===== src/rtl/alu_pkg.sv =====
// Shared constants for the ALU issue controller: ALU op codes, RV32I opcode
// and funct7 values, and the issue FSM state encoding.
package alu_pkg;

    // 8-bit operation codes understood by alu_control
    localparam logic [7:0] ALU_IDLE = 8'h00;
    localparam logic [7:0] ALU_ADD  = 8'h06;
    localparam logic [7:0] ALU_SUB  = 8'h07;
    localparam logic [7:0] ALU_AND  = 8'h08;
    localparam logic [7:0] ALU_OR   = 8'h09;
    localparam logic [7:0] ALU_XOR  = 8'h0A;
    localparam logic [7:0] ALU_SLL  = 8'h0B;
    localparam logic [7:0] ALU_SRL  = 8'h0C;
    localparam logic [7:0] ALU_SLT  = 8'h0D;
    localparam logic [7:0] ALU_SRA  = 8'h0F;

    // RV32I major opcodes handled by this block
    localparam logic [6:0] OPC_RTYPE = 7'b0110011;
    localparam logic [6:0] OPC_ITYPE = 7'b0010011;

    // funct7 (or imm[11:5] for immediate shifts)
    localparam logic [6:0] F7_BASE = 7'b0000000;
    localparam logic [6:0] F7_ALT  = 7'b0100000;

    // Issue FSM states
    localparam logic [1:0] ST_IDLE  = 2'd0;
    localparam logic [1:0] ST_ISSUE = 2'd1;
    localparam logic [1:0] ST_WAIT  = 2'd2;
    localparam logic [1:0] ST_DONE  = 2'd3;

endpackage


===== src/rtl/alu_instr_encoder.sv =====
// Combinational RV32I R/I-type instruction word to 8-bit ALU code.
// An instruction is illegal exactly when no code can be produced.
module alu_instr_encoder
    import alu_pkg::*;
(
    input  logic [31:0] instr_i,
    output logic [7:0]  code_o,
    output logic        illegal_o
);

    logic [6:0] opcode;
    logic [2:0] funct3;
    logic [6:0] funct7;
    logic       is_r;
    logic       is_i;
    logic       base_ok;
    logic       unused_fields;

    assign opcode = instr_i[6:0];
    assign funct3 = instr_i[14:12];
    assign funct7 = instr_i[31:25];
    assign is_r   = (opcode == OPC_RTYPE);
    assign is_i   = (opcode == OPC_ITYPE);
    // Non-shift ops: I-type has a free immediate, R-type needs funct7 zero
    assign base_ok = is_i || (funct7 == F7_BASE);

    // Register indices are not needed to pick the operation
    assign unused_fields = ^{instr_i[24:15], instr_i[11:7]};

    // Decode funct3/funct7 into an op code; ALU_IDLE marks "not encodable"
    always_comb begin
        code_o = ALU_IDLE;
        if (is_r || is_i) begin
            case (funct3)
                3'b000: begin
                    if (is_r && funct7 == F7_ALT) code_o = ALU_SUB;
                    else if (base_ok)             code_o = ALU_ADD;
                end
                3'b111:  if (base_ok) code_o = ALU_AND;
                3'b110:  if (base_ok) code_o = ALU_OR;
                3'b100:  if (base_ok) code_o = ALU_XOR;
                3'b010:  if (base_ok) code_o = ALU_SLT;
                3'b001:  if (funct7 == F7_BASE) code_o = ALU_SLL;
                3'b101: begin
                    if (funct7 == F7_BASE)     code_o = ALU_SRL;
                    else if (funct7 == F7_ALT) code_o = ALU_SRA;
                end
                default: code_o = ALU_IDLE;
            endcase
        end
    end

    assign illegal_o = (code_o == ALU_IDLE);

endmodule


===== src/rtl/alu_issue_ctrl.sv =====
// Issue side of the ALU control interface: accepts one instruction per
// handshake, pulses alu_en with the encoded op for one cycle, waits ALU_LAT
// cycles, captures alu_result and holds it with rd until writeback takes it.
module alu_issue_ctrl
    import alu_pkg::*;
#(
    parameter int DATA_W  = 32,
    parameter int ALU_LAT = 0
) (
    input  logic              clk,
    input  logic              rst_n,
    input  logic              in_valid,
    output logic              in_ready,
    input  logic [31:0]       in_instr,
    output logic [7:0]        alu_instruction,
    output logic              alu_en,
    input  logic [DATA_W-1:0] alu_result,
    output logic              out_valid,
    input  logic              out_ready,
    output logic [DATA_W-1:0] out_result,
    output logic [4:0]        out_rd,
    output logic              out_illegal
);

    // Counter preload on entering WAIT; unused when the ALU is combinational
    localparam logic [3:0] LAT_M1 = (ALU_LAT > 0) ? 4'(ALU_LAT - 1) : 4'd0;

    logic [1:0]        state_q, state_d;
    logic [3:0]        cnt_q, cnt_d;
    logic              alu_en_q, alu_en_d;
    logic [7:0]        alu_instr_q, alu_instr_d;
    logic [DATA_W-1:0] out_result_q, out_result_d;
    logic [4:0]        out_rd_q, out_rd_d;
    logic              out_illegal_q, out_illegal_d;

    logic [7:0]        enc_code;
    logic              enc_illegal;
    logic              accept;

    alu_instr_encoder u_encoder (
        .instr_i   (in_instr),
        .code_o    (enc_code),
        .illegal_o (enc_illegal)
    );

    // Drain and refill may happen in the same cycle, hence out_ready here
    assign in_ready = (state_q == ST_IDLE) || ((state_q == ST_DONE) && out_ready);
    assign accept   = in_valid && in_ready;

    // Next-state and output-register logic; a handshake overrides the
    // IDLE/DONE transition so back-to-back ops have no bubble
    always_comb begin
        state_d       = state_q;
        cnt_d         = cnt_q;
        alu_en_d      = 1'b0;
        alu_instr_d   = ALU_IDLE;
        out_result_d  = out_result_q;
        out_rd_d      = out_rd_q;
        out_illegal_d = out_illegal_q;

        case (state_q)
            ST_ISSUE: begin
                if (ALU_LAT == 0) begin
                    out_result_d = alu_result;
                    state_d      = ST_DONE;
                end else begin
                    cnt_d   = LAT_M1;
                    state_d = ST_WAIT;
                end
            end
            ST_WAIT: begin
                if (cnt_q == 4'd0) begin
                    out_result_d = alu_result;
                    state_d      = ST_DONE;
                end else begin
                    cnt_d = cnt_q - 4'd1;
                end
            end
            ST_DONE: begin
                if (out_ready) state_d = ST_IDLE;
            end
            default: state_d = ST_IDLE;
        endcase

        if (accept) begin
            out_rd_d      = in_instr[11:7];
            out_illegal_d = enc_illegal;
            if (enc_illegal) begin
                out_result_d = '0;
                state_d      = ST_DONE;
            end else begin
                alu_en_d    = 1'b1;
                alu_instr_d = enc_code;
                state_d     = ST_ISSUE;
            end
        end
    end

    // State and output registers; reset aborts any operation in flight
    always_ff @(posedge clk or negedge rst_n) begin
        if (!rst_n) begin
            state_q       <= ST_IDLE;
            cnt_q         <= 4'd0;
            alu_en_q      <= 1'b0;
            alu_instr_q   <= ALU_IDLE;
            out_result_q  <= '0;
            out_rd_q      <= 5'd0;
            out_illegal_q <= 1'b0;
        end else begin
            state_q       <= state_d;
            cnt_q         <= cnt_d;
            alu_en_q      <= alu_en_d;
            alu_instr_q   <= alu_instr_d;
            out_result_q  <= out_result_d;
            out_rd_q      <= out_rd_d;
            out_illegal_q <= out_illegal_d;
        end
    end

    assign alu_en          = alu_en_q;
    assign alu_instruction = alu_instr_q;
    assign out_valid       = (state_q == ST_DONE);
    assign out_result      = out_result_q;
    assign out_rd          = out_rd_q;
    assign out_illegal     = out_illegal_q;

endmodule


===== config.mk =====
export PLATFORM = sky130hd
export DESIGN_NAME = alu_issue_ctrl
export DESIGN_NICKNAME = d
export VERILOG_FILES = /design/src/rtl/alu_pkg.sv /design/src/rtl/alu_instr_encoder.sv /design/src/rtl/alu_issue_ctrl.sv
export SDC_FILE = /design/constraint.sdc
export NUM_CORES = 1
export LEC_CHECK = 0
export ABC_AREA = 1
export CAP_MARGIN = 10
export CORE_MARGIN = 2
export CORE_UTILIZATION = 40
export DETAILED_ROUTE_END_ITERATION = 8
export GPL_TIMING_DRIVEN = 0
export PLACE_DENSITY = 0.76
export SLEW_MARGIN = 20
export SYNTH_ARGS = -nofsm -noshare
export SYNTH_HDL_FRONTEND = slang
export SYNTH_SLANG_ARGS = --single-unit

===== constraint.sdc =====
create_clock -name clk -period 1.9 [get_ports clk]
set_input_delay 0.285 -clock clk [delete_from_list [all_inputs] [get_ports clk]]
set_output_delay 0.285 -clock clk [all_outputs]
set_load 0.02 [all_outputs]

==> results of run 1 <==
-- cell families after synthesis --
logic type      share of synthesized area, %
compound gates                          8.66
xor+xnor                               0.645
fa+ha+maj                               2.76
buf+inv                                 13.2
flops                                   45.2
other cells                            0.138
simple gates                            29.4
-- worst min-delay path by stage --
stage               slack [ns]      from             end
CTS                       0.44     rst_n  out_result[13]
global route              0.45     rst_n  out_result[13]
finish                    0.43     rst_n  out_result[13]
floorplan                -0.01     rst_n          alu_en
detailed placement        0.24     rst_n  out_result[13]
global placement          0.46  cnt_q[0]        cnt_q[0]
-- sequential cells by signal, indices dropped and copies added, names as in the netlist --
name             flops
out_result          32
alu_instruction      4
out_rd               5
out_illegal          1
cnt_q                4
state_q              2
alu_en               1
-- layout make-up --
class	count	area [sq um]
clock inverters	3	46.3
repair buffers	105	1080
inverters	64	240
well taps	80	100
fillers	630	2640
multi-input cells	247	1160
clock buffers	5	68.8
plain buffers	19	120
flip-flops and latches	49	1230
-- worst max-delay path, stage by stage, from the launching register on --
cell                            delay [ns]
sky130_fd_sc_hd__dfrtp_1              0.43
sky130_fd_sc_hd__ha_1                 0.25
sky130_fd_sc_hd__nand2_1              0.13
sky130_fd_sc_hd__nand2_1              0.07
sky130_fd_sc_hd__dlygate4sd2_1        0.32
-- synth_stat cells --
cell type | n | area [sq um]
sky130_fd_sc_hd__conb_1 | 1 | 3.75
sky130_fd_sc_hd__o21bai_1 | 1 | 7.51
sky130_fd_sc_hd__buf_6 | 3 | 33.8
sky130_fd_sc_hd__ha_1 | 6 | 75.1
sky130_fd_sc_hd__nand4_1 | 2 | 12.5
sky130_fd_sc_hd__buf_2 | 4 | 20.0
sky130_fd_sc_hd__inv_2 | 1 | 3.75
sky130_fd_sc_hd__nor2_1 | 22 | 82.6
sky130_fd_sc_hd__nor2_2 | 3 | 18.8
sky130_fd_sc_hd__dfrtp_1 | 49 | 1230
sky130_fd_sc_hd__a211oi_1 | 1 | 7.51
sky130_fd_sc_hd__clkbuf_1 | 8 | 30.0
sky130_fd_sc_hd__nand2_2 | 1 | 6.26
sky130_fd_sc_hd__o31ai_1 | 1 | 7.51
sky130_fd_sc_hd__nand3_4 | 1 | 17.5
sky130_fd_sc_hd__a31oi_1 | 1 | 6.26
sky130_fd_sc_hd__buf_1 | 1 | 3.75
sky130_fd_sc_hd__a21boi_2 | 1 | 11.3
sky130_fd_sc_hd__nand3_1 | 40 | 200
sky130_fd_sc_hd__nor3_1 | 3 | 15.0
sky130_fd_sc_hd__nand2_1 | 119 | 447
sky130_fd_sc_hd__xor2_1 | 2 | 17.5
sky130_fd_sc_hd__buf_4 | 4 | 30.0
sky130_fd_sc_hd__a21oi_1 | 3 | 15.0
sky130_fd_sc_hd__o21ai_0 | 36 | 180
sky130_fd_sc_hd__inv_1 | 63 | 236
-- timing repair --
| item | 4_1_cts | 5_1_grt |
|---|---|---|
| resized for setup | 2 | 10 |
| hold endpoints to repair | 15 | 0 |
| hold buffers | 1 | 0 |
| endpoints found under the setup margin | 31 | 33 |
-- where the power goes --
part	total, mW	internal [mW]	switching [mW]	leakage [nW]
clock	0.755	0.394	0.361	0.0543
sequential	1.47	1.33	0.145	0.650
combinational	2.97	1.18	1.79	1.54
total	5.20	2.91	2.30	2.25
-- layer usage --
metal	part of all wire [%]	global-route usage, %	wire, um	vias up
li1	-	-	-	1378
met1	42	21.4	2850	1255
met2	51	34.1	3470	89
met3	4.8	3.24	326	9
met4	1.5	4.55	99	0
met5	0	0	0	-
-- metrics by stage --
stage / setup TNS [ns] / instance area, sq um / cells
6_report: 0 / 4050 / 572
5_1_grt: 0 / 4050 / 572
4_1_cts: 0 / 4020 / 572
3_5_place_dp: -3.06 / 3900 / 564
3_3_place_gp: -45.16 / 3850 / 562
2_1_floorplan: 0 / 2730 / 380
==> out/metrics.yaml, run 1 <==
die_width_um: 86.4
core.rowCount: 30
floorplan.core_area_sq_mm: 0.00668
route.vias.total: 2731
worstSetupEndpoint: "in_ready"
wirelength_mm: 6.75
run_status: "finished clean"
grt_pass1_wl_mm: 11.2
antenna_found_initial: 0
clock_skew_ns: 0.0164
count_of_maximum_capacitance_violations: 0
rsz0062_at_grt: "false"
final.setup.worst_slack_ns: 0.116
fraction_of_the_yosys_area_taken_by_sequential_cells_pct: 45.2
ir_worst_vdd_v: 0.000583
drt-initial-drc-count: 93
layout_min_cycle_time_ns: 1.78
drcViolationCount: 0
grt_pass1_vias: 2611
clock_path_buffers: 2
drt-vias-per-instance: 4.77
post_synth_instance_area_sq_mm: 0.00272
nets: 565
yosys_register_bits: 49
final_util_pct: 60.5
worst_hold_path_type: "input port to asynchronous set/reset pin"
grt.total_usage_pct: 18.2
floorplan.die_area_sq_mm: 0.00746
effective_utilization_at_floorplan_pct: 40.6
slew_violations: 0
setup_viol: 0
worst-endpoint-required_ns: 1.62
finalHoldViolations: 0
syn_to_final_growth_pct: 49.0
post_route_cells_drive_above_1_share_pct: 6.91
clk_pin_slew_worst_paths_ns: 0.10
critPathKind: "flop to output port"
report.power.total_mw: 5.20
critPathLaunch: "state_q[0]"
antenna_cells_inserted: 0
ff2ff_path_depth: 8
preCtsSetupSlack_ns: -0.112
total_leakage_power_nw: 2.25
place.port_buffers: 102
route.detailed.wl_per_inst_um: 11.8
timing.final.crit_share_pct: 93.9
detailedPlacementHpwl_mm: 5.11
root_buffer: "sky130_fd_sc_hd__clkbuf_8"
chipHeight_um: 86.4
final_cell_mix: "sky130_fd_sc_hd__nand2_1, sky130_fd_sc_hd__clkdlybuf4s50_1, sky130_fd_sc_hd__inv_1"
endpoint_kind: "output port"
whs_ns: 0.429
cts.sinks: 49
start_kind: "flop"
tritoncts: "yes"
crit_path_max_fanout: 4
clk-insertion-delay-late_ns: 0.31
postSynthAreaPerCell_sq_um: 7.20
reg2reg_slack_ns: 0.14
crit_arrival_ns: 1.50
final_antenna_net_count: 0
fmaxAchievable_mhz: 561
power_density_mw_per_mm2: 1290
gp_routability_congestion: 0.899
global_route.overflow_total: 0
cts_setup_buffers: 0
crit-reg2reg-launch: "state_q[1]"
crit-reg2reg-capture: "out_result[15]"
yosys_warnings: 0
cts.htree.levels: 2
synthCells: 377
cts_buffers: 5
post_synth_num_cell_types: 26
grt_start_max_net_pins: 20
first_pass_iters: 4
final_common_cell: "sky130_fd_sc_hd__nand2_1"
io-pin-count: 117
Power figures use the tool's default switching activity.
==> inputs of run 2 (changes only) <==
- clock period: 1.9 -> 1.8 ns (I/O delays scaled with it)
==> out/metrics.yaml, run 2 (synthesized netlist as in run 1, its figures left out) <==
run_status: "finished clean"
clock_skew_ns: 0.0165  # +0.000128 ns
crit_arrival_ns: 1.45  # -0.05 ns
layout_min_cycle_time_ns: 1.72
detailedPlacementHpwl_mm: 5.11  # unchanged
share_seq_of_total_power_pct: 27.7  # -0.6 points
timing.final.crit_share_pct: 95.6
p_switching_mw: 2.45  # +6.9%
post_route_cells_drive_above_1_share_pct: 9.27  # +2.4 points
ir_worst_vdd_v: 0.000601  # +3.1%
setup_viol: 0  # unchanged
final_cell_mix: "sky130_fd_sc_hd__nand2_1, sky130_fd_sc_hd__clkdlybuf4s50_1, sky130_fd_sc_hd__inv_1"
final_common_cell: "sky130_fd_sc_hd__nand2_1"
fin_tns_setup_ns: 0  # unchanged
crit_path_frequent_cell: "sky130_fd_sc_hd__inv_1"
cts.sinks: 49  # unchanged
count_of_maximum_capacitance_violations: 0  # unchanged
endpoint_kind: "output port"
finalHoldViolations: 0  # unchanged
crit_path_max_fanout: 5  # +1
path_cells: "inv_1 -> ha_4 -> inv_1 -> nand2_1 -> clkdlybuf4s15_1"
cts.htree.levels: 2  # unchanged
drt-vias-per-instance: 4.76  # -0.29%
clk-insertion-delay-late_ns: 0.31  # about the same
grt_pass1_wl_mm: 11.2  # +0.13%
final_antenna_net_count: 0  # unchanged
worst_hold_path_type: "input port to asynchronous set/reset pin"
clk_pin_slew_worst_paths_ns: 0.10  # about the same
drcViolationCount: 0  # unchanged
chipHeight_um: 86.4  # unchanged
gp_routability_congestion: 0.899  # unchanged
root_buffer: "sky130_fd_sc_hd__clkbuf_8"
placedCellCount: 564  # unchanged
slew_violations: 0  # unchanged
core.rowCount: 30  # unchanged
io-pin-count: 117  # unchanged
global_route.overflow_total: 0  # unchanged
drt-initial-drc-count: 90  # -3.2%
finalNonFillerCells: 576  # +0.70%
antenna_found_initial: 0  # unchanged
critPathKind: "flop to output port"
route.vias.total: 2742  # +0.40%
share_clk_of_total_power_pct: 14.1  # -0.4 points
tritoncts: "yes"
netSwitchingFraction_pct: 43.6  # -0.52 points
critical-path-top-delay-family: "buffers and inverters"
effective_utilization_at_floorplan_pct: 40.6  # unchanged
grt_pass1_vias: 2610  # -0.038%
start_kind: "flop"
fmaxAchievable_mhz: 581
worst-path-buf-inv: 3  # +2
power.internal_mw: 3.17  # +9.1%
report.power.total_mw: 5.62  # +8.1%
clock_path_buffers: 2  # unchanged
critPathMaxStageDelay_ns: 0.42  # about the same
grt.total_usage_pct: 18.2  # +0.020 points
max_reg_flops: 32  # unchanged
total_leakage_power_nw: 2.27  # +0.85%
die_width_um: 86.4  # unchanged
combPwrFrac_pct: 58.2  # +1.1 points
route.detailed.wl_per_inst_um: 11.8  # +0.38%
floorplan.core_area_sq_mm: 0.00668  # unchanged
rsz0062_at_grt: "true"
syn_to_final_growth_pct: 51.2
floorplan.die_area_sq_mm: 0.00746  # unchanged
grt_start_max_net_pins: 20  # unchanged
cp_max_stage_cell: "sky130_fd_sc_hd__dfrtp_1"
antenna_cells_inserted: 0  # unchanged
cts_buffers: 5  # unchanged
wirelength_mm: 6.82  # +1.1%
nets: 569  # +0.71%
power_density_mw_per_mm2: 1370  # +6.6%
place.port_buffers: 102  # unchanged
worst-endpoint-required_ns: 1.53  # -0.09 ns
first_pass_iters: 4  # unchanged
[run 2: changes by cell type in the layout (fill, tap and decap cells not counted), sizes merged]
cell,before,now
buf,14,15
clkbuf,13,16
clkdlybuf4s15,0,1
dlymetal6s2s,1,0
[run 2: area by class of cell]
| cell class | instances | area [sq um] |
|---|---|---|
| Buffer | 19 | 131 |
| Tap cell | 80 | 100 |
| Multi-Input combinational cell | 247 | 1180 |
| Sequential cell | 49 | 1230 |
| Clock inverter | 3 | 46.3 |
| Fill cell | 619 | 2580 |
| Clock buffer | 5 | 68.8 |
| Inverter | 64 | 240 |
| Timing Repair Buffer | 109 | 1110 |
[run 2: metal layers]
layer	track usage, %	part of all wire, %	vias to the layer above
met5	0	0	-
met4	4.55	1.5	0
met3	3.24	5.0	11
met2	34.1	52	93
met1	21.4	41	1256
li1	-	-	1382
[run 2: timing repair]
| action | in CTS | in global routing |
|---|---|---|
| pin swaps | 0 | 2 |
| endpoints found under the setup margin | 33 | 34 |
| buffers inserted | 0 | 4 |
| hold endpoints to repair | 15 | 0 |
| hold buffers | 1 | 0 |
| resized for setup | 9 | 18 |
[run 2: worst paths after layout]
kind                       cells past startpoint  slack, ns                  to       start
max reg2reg                                    9       0.14      out_result[11]    cnt_q[0]
min in group clk                               2       0.48           out_rd[0]   out_rd[0]
min reg2reg                                    2       0.48           out_rd[0]   out_rd[0]
max in group asynchronous                      4       0.76  alu_instruction[2]       rst_n
min                                            2       0.41      out_result[13]       rst_n
max                                            5       0.08            in_ready  state_q[1]
[run 2: stage by stage]
stage                     util [%]  setup slack [ns]  instance area, sq um  hold WS, ns
final                         61.4            0.0790                  4110        0.415
after global routing          61.4           -0.0198                  4110        0.432
after CTS                     60.4           0.00175                  4040        0.424
after detailed placement      58.3            -0.197                  3900        0.227
after global placement        57.6            -0.976                  3850        0.457
after floorplan                  -             0.129                  2730      -0.0256
[run 2: power by group through the flow]
| stage | clock [mW] | combinational [mW] | sequential (mW) |
|---|---|---|---|
| 2_1_floorplan | 0 | 1.64 | 1.87 |
| 6_report | 0.795 | 3.27 | 1.56 |
| 5_1_grt | 0.868 | 3.62 | 1.59 |
| 4_1_cts | 0.822 | 3.16 | 1.56 |
| 3_5_place_dp | 0 | 3.12 | 1.58 |
| 3_3_place_gp | 0 | 3.03 | 1.57 |
==> inputs of run 3 (changes only) <==
- CAP_MARGIN: 10 -> 20
- PLACE_DENSITY: 0.76 -> 0.8
==> out/metrics.yaml, run 3 (synthesized netlist as in run 1, its figures left out) <==
combPwrFrac_pct: 59.4  # +1.2 points
count_of_maximum_capacitance_violations: 0  # unchanged
gp_routability_congestion: 0.925  # +2.9%
chipHeight_um: 86.4  # unchanged
place.port_buffers: 102  # unchanged
crit-reg2reg-launch: "state_q[0]"
worst_hold_path_type: "input port to asynchronous set/reset pin"
final_common_cell: "sky130_fd_sc_hd__nand2_1"
filler_cell_count: 609  # -1.6%
slew-limit-headroom_pct: 53.6
global_route.overflow_total: 0  # unchanged
combined_area_of_the_multi_input_logic_cells_sq_mm: 0.00119  # +0.53%
root_buffer: "sky130_fd_sc_hd__clkbuf_8"
ir_worst_vdd_v: 0.000421  # -30%
finalHoldViolations: 0  # unchanged
die_width_um: 86.4  # unchanged
drt-vias-per-instance: 4.70  # -1.2%
grt.total_usage_pct: 18.7  # +0.51 points
clk_pin_slew_worst_paths_ns: 0.09  # about the same
grt_pass1_wl_mm: 11.3  # +1.2%
route.vias.total: 2694  # -1.8%
antenna_cells_inserted: 0  # unchanged
final_cell_mix: "sky130_fd_sc_hd__nand2_1, sky130_fd_sc_hd__clkdlybuf4s50_1, sky130_fd_sc_hd__inv_1"
floorplan.core_area_sq_mm: 0.00668  # unchanged
post_route_cells_drive_above_1_share_pct: 8.92  # -0.35 points
final_antenna_net_count: 0  # unchanged
worst_slew_pin_slew_ns: 0.696
cts.htree.levels: 2  # unchanged
floorplan.die_area_sq_mm: 0.00746  # unchanged
tritoncts: "yes"
run_status: "finished clean"
layout_min_cycle_time_ns: 1.66  # -0.0565 ns
grt_pass1_vias: 2622  # +0.46%
layout.area.seq_sq_mm: 0.00123  # unchanged
io-pin-count: 117  # unchanged
max_reg_flops: 32  # unchanged
ctsHoldBuffers: 0  # -1
fmaxAchievable_mhz: 601  # +3.4%
wirelength_mm: 6.75  # -1.1%
drt-initial-drc-count: 98  # +8.9%
nets: 566  # -0.53%
setup_viol: 0  # unchanged
cts_buffers: 5  # unchanged
power_density_mw_per_mm2: 1350  # -1.7%
detailedPlacementHpwl_mm: 5.07  # -0.69%
fin_tns_setup_ns: 0  # unchanged
p_switching_mw: 2.42  # -1.3%
clock_path_buffers: 2  # unchanged
power.internal_mw: 3.02  # -4.9%
critPathKind: "input port to flop"
first_pass_iters: 4  # unchanged
core.rowCount: 30  # unchanged
endpoint_kind: "flop"
reg2reg_slack_ns: 0.16  # +0.02 ns
route.detailed.wl_per_inst_um: 11.8  # -0.54%
crit-reg2reg-capture: "cnt_q[3]"
grt_start_max_net_pins: 30  # +50%
effective_utilization_at_floorplan_pct: 40.6  # unchanged
share_seq_of_total_power_pct: 28.7  # +1.0 points
cts.sinks: 49  # unchanged
clk-insertion-delay-late_ns: 0.30  # about the same
whs_ns: 0.00883  # -0.406 ns
ff2ff_path_depth: 7  # -2
drcViolationCount: 0  # unchanged
total_leakage_power_nw: 2.26  # -0.48%
slew_violations: 0  # unchanged
share_clk_of_total_power_pct: 11.9  # -2.2 points
syn_to_final_growth_pct: 48.8
antenna_found_initial: 0  # unchanged
worst-endpoint-required_ns: 2.05  # +0.52 ns
clock_skew_ns: 0.00759  # -0.00891 ns
timing.final.crit_share_pct: 92.5  # -3.1 points
netSwitchingFraction_pct: 44.5  # +0.93 points
crit_path_max_fanout: 10  # +5
crit_arrival_ns: 1.91  # +0.46 ns
start_kind: "input port"
[run 3: cell types whose count changed in the layout (fill, tap and decap cells not counted), moves of 2 or more]
cell and delta:
sky130_fd_sc_hd__buf_4 +2, sky130_fd_sc_hd__clkbuf_4 -3, sky130_fd_sc_hd__o21ai_1 +3, sky130_fd_sc_hd__buf_2 +2, sky130_fd_sc_hd__o21ai_0 -3
[run 3: stage by stage]
stage	util (%)	instances	cell area (sq um)	setup slack, ns	power [mW]
after global routing	60.4	573	4040	-0.00645	5.96
after CTS	59.5	570	3980	0.00672	5.37
final	60.4	573	4040	0.135	5.44
after global placement	57.6	562	3850	-0.929	4.59
after floorplan	-	380	2730	0.129	3.51
after detailed placement	57.9	563	3870	-0.204	4.68
[run 3: final cells by class]
cell class | count | share of cell area, %
inverters | 64 | 5.95
multi-input cells | 247 | 29.4
clock buffers | 5 | 1.70
repair buffers | 106 | 26.2
clock inverters | 3 | 0.558
flip-flops and latches | 49 | 30.4
well taps | 80 | 2.48
plain buffers | 19 | 3.28
[run 3: power groups by stage]
| stage | logic (mW) | registers (mW) | clock network, mW |
|---|---|---|---|
| floorplan | 1.64 | 1.87 | 0 |
| global placement | 3.02 | 1.57 | 0 |
| detailed placement | 3.10 | 1.58 | 0 |
| CTS | 3.13 | 1.56 | 0.675 |
| global route | 3.64 | 1.60 | 0.724 |
| finish | 3.23 | 1.56 | 0.649 |
[run 3: worst max path at each step]
stage / depth (start not counted) / to / startpoint / slack, ns
floorplan: 7 / out_result[10] / state_q[1] / 0.13
global placement: 1 / out_result[25] / rst_n / -0.93
detailed placement: 13 / out_result[29] / in_instr[13] / -0.20
CTS: 8 / out_result[23] / state_q[0] / 0.007
global route: 13 / out_result[5] / in_instr[29] / -0.006
finish: 13 / out_result[29] / in_instr[29] / 0.14
[run 3: critical path, cell delays in order]
cell                              delay [ns]
sky130_fd_sc_hd__clkdlybuf4s50_1        0.43
sky130_fd_sc_hd__nor2_2                 0.15
sky130_fd_sc_hd__nand2_1                0.07
sky130_fd_sc_hd__nor2_1                 0.18
sky130_fd_sc_hd__nor2_2                 0.08
sky130_fd_sc_hd__nand2_1                0.06
sky130_fd_sc_hd__nand2_1                0.07
sky130_fd_sc_hd__nand2_1                0.11
sky130_fd_sc_hd__nand2_2                0.08
sky130_fd_sc_hd__nand3_4                0.13
sky130_fd_sc_hd__buf_6                  0.16
sky130_fd_sc_hd__nand2_1                0.06
sky130_fd_sc_hd__inv_1                  0.06
[run 3: timing repair]
item                                    in CTS  in global routing
pin swaps                                    0                  2
resized for setup                            8                 30
endpoints found under the setup margin      33                 34
setup buffers                                0                  3
[run 3: layer usage]
metal / part of all wire [%] / track usage [%] / routed length, um / vias to the layer above
li1: - / - / - / 1376
met1: 43 / 23.9 / 2940 / 1225
met2: 51 / 33.1 / 3420 / 85
met3: 4.5 / 2.38 / 305 / 8
met4: 1.3 / 5.82 / 85 / 0
met5: 0 / 0 / 0 / -
==> variant (settings of run 3) <==
Set the parameter `ALU_LAT` to 1 (it was 0).
--- a/src/rtl/alu_issue_ctrl.sv
+++ b/src/rtl/alu_issue_ctrl.sv
@@ -7,3 +7,3 @@
     parameter int DATA_W  = 32,
-    parameter int ALU_LAT = 0
+    parameter int ALU_LAT = 1
 ) (
Function: changed (a bounded check fails within 4 cycles, from zero or initial values and one cycle with rst_n low).
==> variant against run 3 <==
Critical path depth is 8 lower; maximum frequency down 3.0%; worst setup slack worse by 0.051 ns; routed wire length decreased by 8.1%; design area shrank 0.87%; total power rose by 5.7%; clock skew up 0.0051 ns; sequential cell count did not move; area after synthesis shrank 2.7%; first-iteration DRC count fell by 66%; largest cell class is now buffers; largest power group unchanged; highest routed layer unchanged.
==> variant: results (changes against run 3) <==
stage;metric;value;unit;change
run_status;outcome;complete, no violations;;unchanged
route;routed via count;2521;;was 2694
global_routing;largest net degree at the start of global routing;27;;was 30
setup_path;FF-to-FF path depth;10;;was 7
route;met3 WL;443;um;was 305 um
cells_and_area;layout cell share with drive strength beyond 1;10.5;%;was 8.92%
route;DR WL met2;3040;um;was 3420 um
placed_design;pre-CTS setup slack;-0.198;ns;was -0.204 ns
synthesis;mux cell area share after synthesis;0;%;unchanged
global_routing;met2 usage;31.1;%;was 33.1%
pwr;switching share of power;41.8;%;was 44.5%
synthesis;Synth Area in Compound Gates;3.13;%;was 8.66%
timing;Rel. slew slack;62.7;%;was 53.6%
route;WL/cell;10.8;um;was 11.8 um
synthesis;sequential cell area fraction in the yosys report;46.4;%;was 45.2%
synthesis;Post-synth top cells;nand2_1, inv_1, dfrtp_1, nor2_1, nand3_1;;was nand2_1, inv_1, dfrtp_1, nand3_1, o21ai_0
pwr;VDD IR-drop max;0.000885;V;was 0.000421 V
route;1st-iter DRT viols;33;;was 98
synthesis;adder-cell share of the synthesized area;2.37;%;was 2.76%
synthesis;synth unique cells;29;;was 26
synthesis;synth warn;0;;unchanged
setup_path;Crit-path slowest cell;dfrtp_1;;was clkdlybuf4s50_1
cells_and_area;fillers;574;;was 609
global_routing;met3 usage;4.67;%;was 2.38%
cells_and_area;Post-layout nets;569;;was 566
synthesis;XOR/XNOR Fraction of Synth Area;0.331;%;was 0.645%
setup_path;flop-to-flop setup slack;0.13;ns;was 0.16 ns
global_routing;first-pass GRT wire length;10500;um;was 11300 um
route;Metal-1 WL;2660;um;was 2940 um
setup_path;Crit Path Max Fanout;3;;was 10
setup_path;CP top delay family;buffers and inverters;;was simple AND/OR/NAND/NOR gates
setup_path;R2R Path End;out_result[3]$_DFF_PN0_;;was cnt_q[3]$_DFFE_PN0P_
setup_path;arrival time worst endpoint;1.45;ns;was 1.91 ns
global_routing;global-route usage over all layers;17.6;%;was 18.7%
synthesis;Synth area leaders;dfrtp_1, nand2_1, inv_1, nor2_1, ha_1;;was dfrtp_1, nand2_1, inv_1, nand3_1, o21ai_0
global_routing;vias in the first global route;2517;;was 2622
variant: per-stage QoR:
| stage | instance area, um2 | instances | setup TNS [ns] | util, % | hold WS [ns] |
|---|---|---|---|---|---|
| 2_1_floorplan | 2650 | 378 | 0 | - | -0.0256 |
| 3_3_place_gp | 3770 | 557 | -51.08 | 59.1 | 0.463 |
| 3_5_place_dp | 3790 | 558 | -5.71 | 59.3 | 0.290 |
| 4_1_cts | 3890 | 566 | 0 | 60.9 | 0.489 |
| 5_1_grt | 4000 | 573 | -0.0113 | 62.7 | 0.506 |
| 6_report | 4000 | 573 | 0 | 62.7 | 0.483 |
variant: logic make-up after synthesis:
| group | count (synthesis) |
|---|---|
| DFF | 49 |
| AOI/OAI and AO/OA | 14 |
| other | 1 |
| adders and majority gates | 5 |
| and+or+nand+nor | 231 |
| buffers and inverters | 74 |
| xor gates and xnor gates | 1 |
variant: final cells by class:
class	instances	area, um2	share of cell area (%)
clock inverter	1	7.51	0.188
sequential	49	1230	30.6
tap	77	96.3	2.41
buffer	14	109	2.72
clock buffer	6	82.6	2.06
multi-input combinational	255	1130	28.3
timing repair buffer	111	1120	27.9
inverter	60	231	5.78
variant: worst min-delay path: cells and delay by family (launching register included):
kind / cells / cell delay (ns)
flip-flops: 1 / 0.35
AND/OR/NAND/NOR: 2 / 0.10
variant: power groups by stage:
| stage | Clock (mW) | Combinational [mW] | Sequential (mW) |
|---|---|---|---|
| floorplan | 0 | 1.41 | 2.25 |
| global placement | 0 | 3.07 | 1.79 |
| detailed placement | 0 | 3.15 | 1.80 |
| CTS | 0.677 | 3.17 | 1.79 |
| global route | 0.713 | 3.66 | 1.85 |
| finish | 0.645 | 3.31 | 1.79 |
variant: worst max-delay path by stage:
stage	from	cells past startpoint	slack (ns)	endpoint
6_report	state_q[1]$_DFFE_PN0P_	5	0.08	in_ready
2_1_floorplan	state_q[0]$_DFFE_PN0P_	8	0.08	state_q[1]$_DFFE_PN0P_
3_5_place_dp	in_instr[29]	11	-0.20	out_illegal$_DFFE_PN0P_
4_1_cts	cnt_q[0]$_DFFE_PN0P_	11	0.03	out_result[4]$_DFF_PN0_
3_3_place_gp	rst_n	1	-0.95	out_result[27]$_DFF_PN0_
5_1_grt	state_q[0]$_DFFE_PN0P_	10	-0.005	out_result[24]$_DFF_PN0_
variant: what timing repair did:
| action | 4_1_cts | 5_1_grt |
|---|---|---|
| setup buffers | 0 | 6 |
| cloned | 0 | 1 |
| endpoints found under the hold margin | 23 | 0 |
| pin swaps | 0 | 3 |
| endpoints found under the setup margin | 33 | 33 |
| hold buffers | 1 | 0 |
| resized for setup | 4 | 20 |
